--- src/rtl/awg_sweep_controller.sv ---
// Frequency sweep sequencer for the waveform generator: snapshots a sweep
// config on start and steps frequency from start to stop with a fixed dwell.
module awg_sweep_controller #(
    parameter int FREQ_W  = 17,
    parameter int AMP_W   = 10,
    parameter int DWELL_W = 24
) (
    input  logic               clk,
    input  logic               rst,
    input  logic               start,
    input  logic               abort,
    input  logic [FREQ_W-1:0]  cfg_start_freq,
    input  logic [FREQ_W-1:0]  cfg_stop_freq,
    input  logic [FREQ_W-1:0]  cfg_step,
    input  logic [DWELL_W-1:0] cfg_dwell,
    input  logic               cfg_continuous,
    input  logic [1:0]         cfg_waveform_type,
    input  logic [AMP_W-1:0]   cfg_amplitude,
    input  logic [AMP_W-1:0]   cfg_dc_offset,
    output logic [1:0]         waveform_type,
    output logic [FREQ_W-1:0]  frequency,
    output logic [AMP_W-1:0]   amplitude,
    output logic [AMP_W-1:0]   dc_offset,
    output logic               busy,
    output logic               step_strobe,
    output logic               sweep_done,
    output logic               cfg_err
);

    typedef enum logic {S_IDLE, S_DWELL} state_t;

    state_t             state_q, state_d;
    logic [DWELL_W-1:0] dwell_q, dwell_d;
    logic [FREQ_W-1:0]  s_start_q, s_start_d;
    logic [FREQ_W-1:0]  s_stop_q, s_stop_d;
    logic [FREQ_W-1:0]  s_step_q, s_step_d;
    logic [DWELL_W-1:0] s_dwell_q, s_dwell_d;
    logic               s_cont_q, s_cont_d;
    logic               s_up_q, s_up_d;

    logic [1:0]         wt_d;
    logic [FREQ_W-1:0]  freq_d, next_freq;
    logic [AMP_W-1:0]   amp_d, dco_d;
    logic               strobe_d, done_d, err_d;
    logic [FREQ_W:0]    sum, diff;

    // Step toward stop in FREQ_W+1 bits so overshoot clamps to stop instead of wrapping.
    always_comb begin
        sum  = {1'b0, frequency} + {1'b0, s_step_q};
        diff = {1'b0, frequency} - {1'b0, s_stop_q};
        if (s_up_q)
            next_freq = (sum > {1'b0, s_stop_q}) ? s_stop_q : sum[FREQ_W-1:0];
        else
            next_freq = (diff < {1'b0, s_step_q}) ? s_stop_q : frequency - s_step_q;
    end

    always_comb begin
        state_d   = state_q;
        dwell_d   = dwell_q;
        s_start_d = s_start_q;
        s_stop_d  = s_stop_q;
        s_step_d  = s_step_q;
        s_dwell_d = s_dwell_q;
        s_cont_d  = s_cont_q;
        s_up_d    = s_up_q;
        wt_d      = waveform_type;
        freq_d    = frequency;
        amp_d     = amplitude;
        dco_d     = dc_offset;
        strobe_d  = 1'b0;
        done_d    = 1'b0;
        err_d     = 1'b0;
        if (abort) begin
            state_d = S_IDLE;
            amp_d   = '0;
        end else begin
            case (state_q)
                S_IDLE: begin
                    if (start) begin
                        if (cfg_step == '0 && cfg_start_freq != cfg_stop_freq) begin
                            err_d = 1'b1;
                        end else begin
                            state_d   = S_DWELL;
                            s_start_d = cfg_start_freq;
                            s_stop_d  = cfg_stop_freq;
                            s_step_d  = cfg_step;
                            s_cont_d  = cfg_continuous;
                            s_up_d    = (cfg_start_freq <= cfg_stop_freq);
                            // Dwell of 0 behaves as 1: hold each value for one cycle.
                            s_dwell_d = (cfg_dwell == '0) ? '0 : cfg_dwell - DWELL_W'(1);
                            dwell_d   = (cfg_dwell == '0) ? '0 : cfg_dwell - DWELL_W'(1);
                            wt_d      = cfg_waveform_type;
                            freq_d    = cfg_start_freq;
                            amp_d     = cfg_amplitude;
                            dco_d     = cfg_dc_offset;
                            strobe_d  = 1'b1;
                        end
                    end
                end
                S_DWELL: begin
                    if (dwell_q != '0) begin
                        dwell_d = dwell_q - DWELL_W'(1);
                    end else if (frequency != s_stop_q) begin
                        freq_d   = next_freq;
                        strobe_d = 1'b1;
                        dwell_d  = s_dwell_q;
                    end else if (s_cont_q) begin
                        freq_d   = s_start_q;
                        strobe_d = 1'b1;
                        dwell_d  = s_dwell_q;
                    end else begin
                        state_d = S_IDLE;
                        done_d  = 1'b1;
                    end
                end
                default: state_d = S_IDLE;
            endcase
        end
    end

    always_ff @(posedge clk) begin
        if (rst) begin
            state_q       <= S_IDLE;
            dwell_q       <= '0;
            s_start_q     <= '0;
            s_stop_q      <= '0;
            s_step_q      <= '0;
            s_dwell_q     <= '0;
            s_cont_q      <= 1'b0;
            s_up_q        <= 1'b0;
            waveform_type <= '0;
            frequency     <= '0;
            amplitude     <= '0;
            dc_offset     <= '0;
            step_strobe   <= 1'b0;
            sweep_done    <= 1'b0;
            cfg_err       <= 1'b0;
        end else begin
            state_q       <= state_d;
            dwell_q       <= dwell_d;
            s_start_q     <= s_start_d;
            s_stop_q      <= s_stop_d;
            s_step_q      <= s_step_d;
            s_dwell_q     <= s_dwell_d;
            s_cont_q      <= s_cont_d;
            s_up_q        <= s_up_d;
            waveform_type <= wt_d;
            frequency     <= freq_d;
            amplitude     <= amp_d;
            dc_offset     <= dco_d;
            step_strobe   <= strobe_d;
            sweep_done    <= done_d;
            cfg_err       <= err_d;
        end
    end

    assign busy = (state_q == S_DWELL);

endmodule

--- config.mk ---
export PLATFORM = sky130hd
export DESIGN_NAME = awg_sweep_controller
export DESIGN_NICKNAME = d
export VERILOG_FILES = /design/src/rtl/awg_sweep_controller.sv
export SDC_FILE = /design/constraint.sdc
export NUM_CORES = 1
export LEC_CHECK = 0
export ABC_CLOCK_PERIOD_IN_PS = 5200
export BUFFER_PORTS_ARGS = -buffer_cell sky130_fd_sc_hd__buf_2
export CAP_MARGIN = 20
export CORE_ASPECT_RATIO = 0.5
export CORE_MARGIN = 1
export CORE_UTILIZATION = 59
export DETAILED_ROUTE_END_ITERATION = 12
export PLACE_DENSITY = 0.84
export RECOVER_POWER = 25
export SYNTH_ARGS = -nofsm -noshare
export SYNTH_HDL_FRONTEND = slang
export SYNTH_SLANG_ARGS = --single-unit
--- constraint.sdc ---
create_clock -name clk -period 5.2 [get_ports clk]
set_input_delay 1.04 -clock clk [delete_from_list [all_inputs] [get_ports clk]]
set_output_delay 1.04 -clock clk [all_outputs]
set_load 0.03 [all_outputs]
# Yosys cells after proc, flatten, opt, wreduce, memory -nomap -nowiden

Cells that the tools add are included.

Equality and inequality tests: 7
$lt $le $gt $ge: 3
Reductions and logical operators: 11
Muxes and demuxes: 26
Add/subtract/negate cells: 5
Bitwise logic cells: 4

Operators with widths:

| cell                    | count |
|---|---|
| $mux W24                | 6 |
| $mux W17                | 8 |
| $pmux W24 S2            | 1 |
| $sub A24 B1 Y24 const B | 2 |
| $ne A17 B17 Y1          | 2 |
| $pmux W17 S2            | 1 |
| $logic_not A24 Y1       | 1 |
| $reduce_bool A24 Y1     | 1 |
| $add A17 B17 Y18        | 1 |
| $gt A18 B17 Y1          | 1 |
| $lt A18 B17 Y1          | 1 |
| $sub A17 B17 Y18        | 1 |
| $le A17 B17 Y1          | 1 |
| $logic_not A17 Y1       | 1 |
| $sub A17 B17 Y17        | 1 |
| $mux W1                 | 8 |
| $reduce_and A4 Y1       | 2 |
| $ne A2 B2 Y1 const B    | 3 |
| $reduce_and A5 Y1       | 1 |
| $reduce_or A5 Y1        | 1 |
| $ne A4 B1 Y1 const B    | 1 |
| $not A1 Y1              | 4 |
| $pmux W1 S2             | 2 |
| $reduce_or A4 Y1        | 1 |
| other kinds (4)         | 4 |

Word-level logic and storage cells: 71
Input port bits: 102
Output and inout bits: 43
Register bits after elaboration: 144

# Longest topological paths before layout

Depth after elaboration: 7
Gate-level depth with buffers: 23
Mapped depth without buffers: 22

# Worst setup path before layout

OpenSTA, ideal clock, no wires.

Path kind: reg-to-reg
Start: register frequency[1]
End: register frequency[6]
Data required time: 5,086 ps
Clock period less this slack: 4,855 ps
Arrival time: 4,741 ps
Cell stages (with the launch flop): 19
Library setup time: 114 ps
Buffers on the path: 1
Setup slack: 345 ps
Cells stage by stage: dfxtp_1 -> inv_1 -> fa_1 -> o21ba_2 -> or4_1 -> a32oi_1 -> a211oi_1 -> o21ai_0 -> o22ai_1 -> xnor2_1 -> ha_1 -> nand3_1 -> or3_1 -> a221oi_1 -> o31a_1 -> buf_2 -> mux2_2 -> a21oi_1 -> nor2_1

Word-level cells in the longest chain between the ends: 7
Elaborated cells between the ends (all ways): 14
Classes of those cells: 3 x add/sub; 2 x order compare; 2 x eq/ne; 6 x mux; 1 x reduce/logical

Ends and longest elaborated chain:

| element                                              | line   | text |
|---|---|---|
| from (decl)                                          | 21     | `output logic [FREQ_W-1:0] frequency,` |
| from (signal assigned)                               | 148    | `frequency <= freq_d;` |
| $sub A17 B17 Y18 or $add A17 B17 Y18 (tied branches) | 50, 49 |  |
| $lt A18 B17 Y1 or $gt A18 B17 Y1 (tied branches)     | 54, 52 |  |
| $mux W17 (on tied branches)                          | 54, 52 |  |
| $mux W17                                             | 51     | `if (s_up_q)` |
| $mux W17                                             | 103    | `end else if (frequency != s_stop_q) begin` |
| $mux W17                                             | 101    | `if (dwell_q != '0) begin` |
| $pmux W17 S2                                         | 77     | `case (state_q)` |

Several ways; a longest one is shown, not always the timed one. The select of a mux whose other input is x is not followed.
A chain may end at the register's enable or synchronous reset.

# Worst setup path in the final report

Start: register s_step_q[0]
End: register frequency[7]

Word-level cells in the longest chain between the ends: 7
Elaborated cells between the ends (all ways): 10
Classes of those cells: 2 x add/sub; 2 x order compare; 6 x mux

Ends and longest elaborated chain:

| element                | line | text |
|---|---|---|
| from (decl)            | 36   | `logic [FREQ_W-1:0] s_step_q, s_step_d;` |
| from (signal assigned) | 143  | `s_step_q <= s_step_d;` |
| $add A17 B17 Y18       | 49   | `sum = {1'b0, frequency} + {1'b0, s_step_q};` |
| $gt A18 B17 Y1         | 52   | `next_freq = (sum > {1'b0, s_stop_q}) ? s_stop_q : sum[FREQ_W-1:0];` |
| $mux W17               | 52   |  |
| $mux W17 *             | 51   |  |
| $mux W17 *             | 103  |  |
| $mux W17 *             | 101  |  |
| $pmux W17 S2 *         | 77   |  |

Every way passes the cells marked *; elsewhere a longest branch is shown, timed or not. The select of a mux whose other input is x is not followed.

==> flow_summary.json <==
{
  "status": "complete, but fails checks",
  "failed_checks": "design-rule violations, max-capacitance violations, max-slew violations",
  "tightest_slew_ns": 2.34,
  "dpl.cell_count": 1783,
  "finalClockSkew_ns": 0.0109,
  "critPathSlowestCell": "a2111oi_0",
  "rows": 34,
  "clkTransAtPathRegs_ns": 0.07,
  "hold_end": "s_start_q[10]",
  "layout_min_cycle_time_ns": 5.09,
  "drive_above_1_share_pct": 10.8,
  "arrival_ns": 5.43,
  "routed_via_density": 6.17,
  "synthesis.area_mm2": 0.0107,
  "yosys_register_bits": 144,
  "grt_setup_unrepaired": "no",
  "core-area_mm2": 0.0176,
  "synthFlopType": "dfxtp_1",
  "cts_buffers": 17,
  "path_class": "reg2reg",
  "async_flop_share_pct": 0,
  "antenna_found_initial": 0,
  "path_max_fanout": 10,
  "numPortBuffers": 144,
  "tritoncts": "yes",
  "cp-end-kind": "flip-flop",
  "synth.avg_cell_area_um2": 7.33,
  "synthCells": 1463,
  "r2r-start": "s_step_q[0]",
  "ys_types": 66,
  "ioPinCount": 145,
  "fp.dieW_um": 193,
  "overflow": 0,
  "syn-num-nets": 1671,
  "place_hpwl_um": 25500,
  "antennaDiodeCount": 0,
  "irDropWorstVdd_mv": 0.277,
  "cp.required_ns": 5.53,
  "crit_path_start_kind": "flip-flop",
  "ys_warn_count": 0,
  "instances_no_fill": 1816,
  "grt_max_degree": 56,
  "htree_levels": 4,
  "finalCritPeriodShare_pct": 98.0,
  "fmax_ghz": 0.196,
  "whs_path_depth": 2,
  "start_util_pct": 61.1,
  "min_path_type": "reg2reg",
  "yosysSeqAreaShare_pct": 26.9,
  "cpPeakStageDelay_ns": 0.52,
  "die_h_um": 97.4,
  "ant_nets": 0,
  "clockBufferDepth": 2,
  "min-delay-start": "s_start_q[10]",
  "slew-limit-headroom_pct": -56.3,
  "grt_pass1_wl_um": 54100,
  "tns_ns": 0,
  "hold-worst-slack_ns": 0.455,
  "gp_congestion": 0.951,
  "layout.nets": 1777,
  "die_area_mm2": 0.0188,
  "root_buffer": "clkbuf_16",
  "finalSetupViolations": 0,
  "hold_buffers": 0,
  "vias": 11200,
  "leakagePower_uw": 0.00509,
  "synth_edf_count": 0,
  "drc": 4,
  "slew_viol_final": 51,
  "r2r-end": "frequency[7]",
  "clk_latency_ns": 0.44,
  "r2r_slack_ns": 0.11,
  "drt_wl_total_um": 34000,
  "grt_usage_pct": 36.8,
  "areaGrowthSynthToFinish_pct": 13.4,
  "reg2reg_depth": 17,
  "wl_per_cell_um": 18.7,
  "dr.pass1.iters": 10,
  "clock-sinks": 144,
  "fin_util_pct": 69.2,
  "crit_chain": "ha_1 > inv_1 > fa_1 > o21ba_2 > or4_1 > a32oi_1 > xnor2_1 > ha_1 > a21oi_1 > a21boi_0 > a2111oi_0 > o311ai_0 > a221oi_1 > o31a_2 > mux2_2 > a21oi_1 > nor2_1",
  "dr.first_iter.drc_count": 1357,
  "maxCapViolations": 1,
  "powerDensity_mw_per_mm2": 314,
  "grt_pass1_vias": 10300,
  "hold_viol_final": 0
}
## per-stage QoR
step | worst slack, ns | cell area, um^2 | power, uW
floorplan | 0.345 | 10700 | 2140
global placement | 0.284 | 11600 | 2460
detailed placement | 0.124 | 11600 | 2500
CTS | 0.0665 | 12200 | 3780
global route | 0.00789 | 12200 | 3990
finish | 0.106 | 12200 | 3820
## cells in the mapped netlist (all sizes together), types with 4 or more instances
cell | n | area [um^2]
nor2 | 145 | 544
a311oi | 4 | 35.0
o311ai | 6 | 52.6
o41ai | 4 | 35.0
o21bai | 5 | 37.5
and3 | 10 | 62.6
a31oi | 12 | 75.1
a22oi | 4 | 30.0
nand3 | 21 | 105
a21oi | 164 | 821
mux2 | 5 | 56.3
or4 | 13 | 97.6
a221oi | 4 | 35.0
nor4 | 21 | 131
a21o | 22 | 165
nand2 | 221 | 832
o21ai | 67 | 335
o31ai | 9 | 67.6
and2 | 10 | 62.6
nand2b | 12 | 75.1
o21a | 10 | 75.1
clkbuf | 59 | 221
mux2i | 24 | 240
xnor2 | 48 | 420
nand3b | 4 | 30.0
o211ai | 15 | 113
dfxtp | 144 | 2880
a211oi | 26 | 195
o2111ai | 4 | 52.6
a211o | 5 | 43.8
ha | 103 | 1290
inv | 85 | 319
nor2b | 12 | 75.1
xor2 | 20 | 175
buf | 20 | 103
nand4 | 12 | 75.1
or3 | 14 | 87.6
nor3 | 64 | 337
## report_power, final
group          internal, uW  switching (uW)  total (uW)
clock network           688             600        1290
registers              1160            66.1        1230
logic                   517             787        1300
total                  2370            1450        3820
## flip-flops by register name, indices dropped and copies added (netlist names), 2 cells and up
signal         count
s_dwell_q         24
s_step_q          17
dwell_q           24
frequency         17
amplitude         10
s_stop_q          17
s_start_q         17
waveform_type      2
dc_offset         10
## cell type report
| class | instances | area, um^2 |
|---|---|---|
| Clock buffer | 17 | 425 |
| Clock inverter | 15 | 173 |
| Fill cell | 1498 | 5410 |
| Inverter | 85 | 319 |
| Multi-Input combinational cell | 1155 | 7220 |
| Sequential cell | 144 | 2880 |
| Tap cell | 234 | 293 |
| Timing Repair Buffer | 166 | 852 |
## timing repair
action	in CTS	in global routing
setup endpoints to repair	0	10
setup buffers	0	1
resized for setup	0	1
hold endpoints to repair	0	0
## layer usage
metal	wire [um]	vias up	track usage, %	part of all wire [%]
met3	3230	54	8.05	9.5
li1	-	5378	-	-
met1	15400	5250	53.2	45
met2	14800	515	55.4	44
met5	0	-	0	0
met4	512	0	7.87	1.5
## worst max-delay path: cells and delay by family (launching register included)
family          cells  cell delay [ns]
compound gates      9             2.58
xor+xnor            1             0.21
fa+ha+maj           3             0.90
buf+inv             1             0.05
flops               1             0.38
mux                 1             0.37
simple gates        2             0.50
## layout by cell type (no fill, tap or decap), types with 20 or more instances in the layout
master / instances
mux2i_1: 24
xnor2_1: 48
dfxtp_1: 143
o21ai_0: 67
buf_2: 100
a21oi_1: 163
nor4_1: 21
nor2_1: 144
inv_1: 85
xor2_1: 20
a21o_1: 22
nor3_1: 62
nand3_1: 21
ha_1: 103
clkbuf_1: 45
nand2_1: 220
a211oi_1: 26
## worst max path at each step
stage	start	end	slack, ns	cells after the start
after global placement	s_step_q[0]	frequency[8]	0.28	18
after detailed placement	s_step_q[0]	frequency[7]	0.12	18
after floorplan	frequency[1]	frequency[6]	0.35	18
after global routing	s_step_q[1]	frequency[7]	0.008	17
after CTS	s_step_q[0]	frequency[7]	0.07	18
final	s_step_q[0]	frequency[7]	0.11	17
## cells by family (layout without fill, tap and decap cells)
group                    after synthesis  in the layout  synth area share (%)
multiplexers                          29             29                  2.76
XOR/XNOR                              68             68                  5.55
buffers and inverters                164            283                  5.99
flip-flops                           144            144                  26.9
adder cells (fa/ha/maj)              106            106                  12.6
AO/OA/AOI/OAI                        386            386                  22.3
AND/OR/NAND/NOR                      566            566                  24.0
Note: power is estimated with default switching activity, not from simulation.
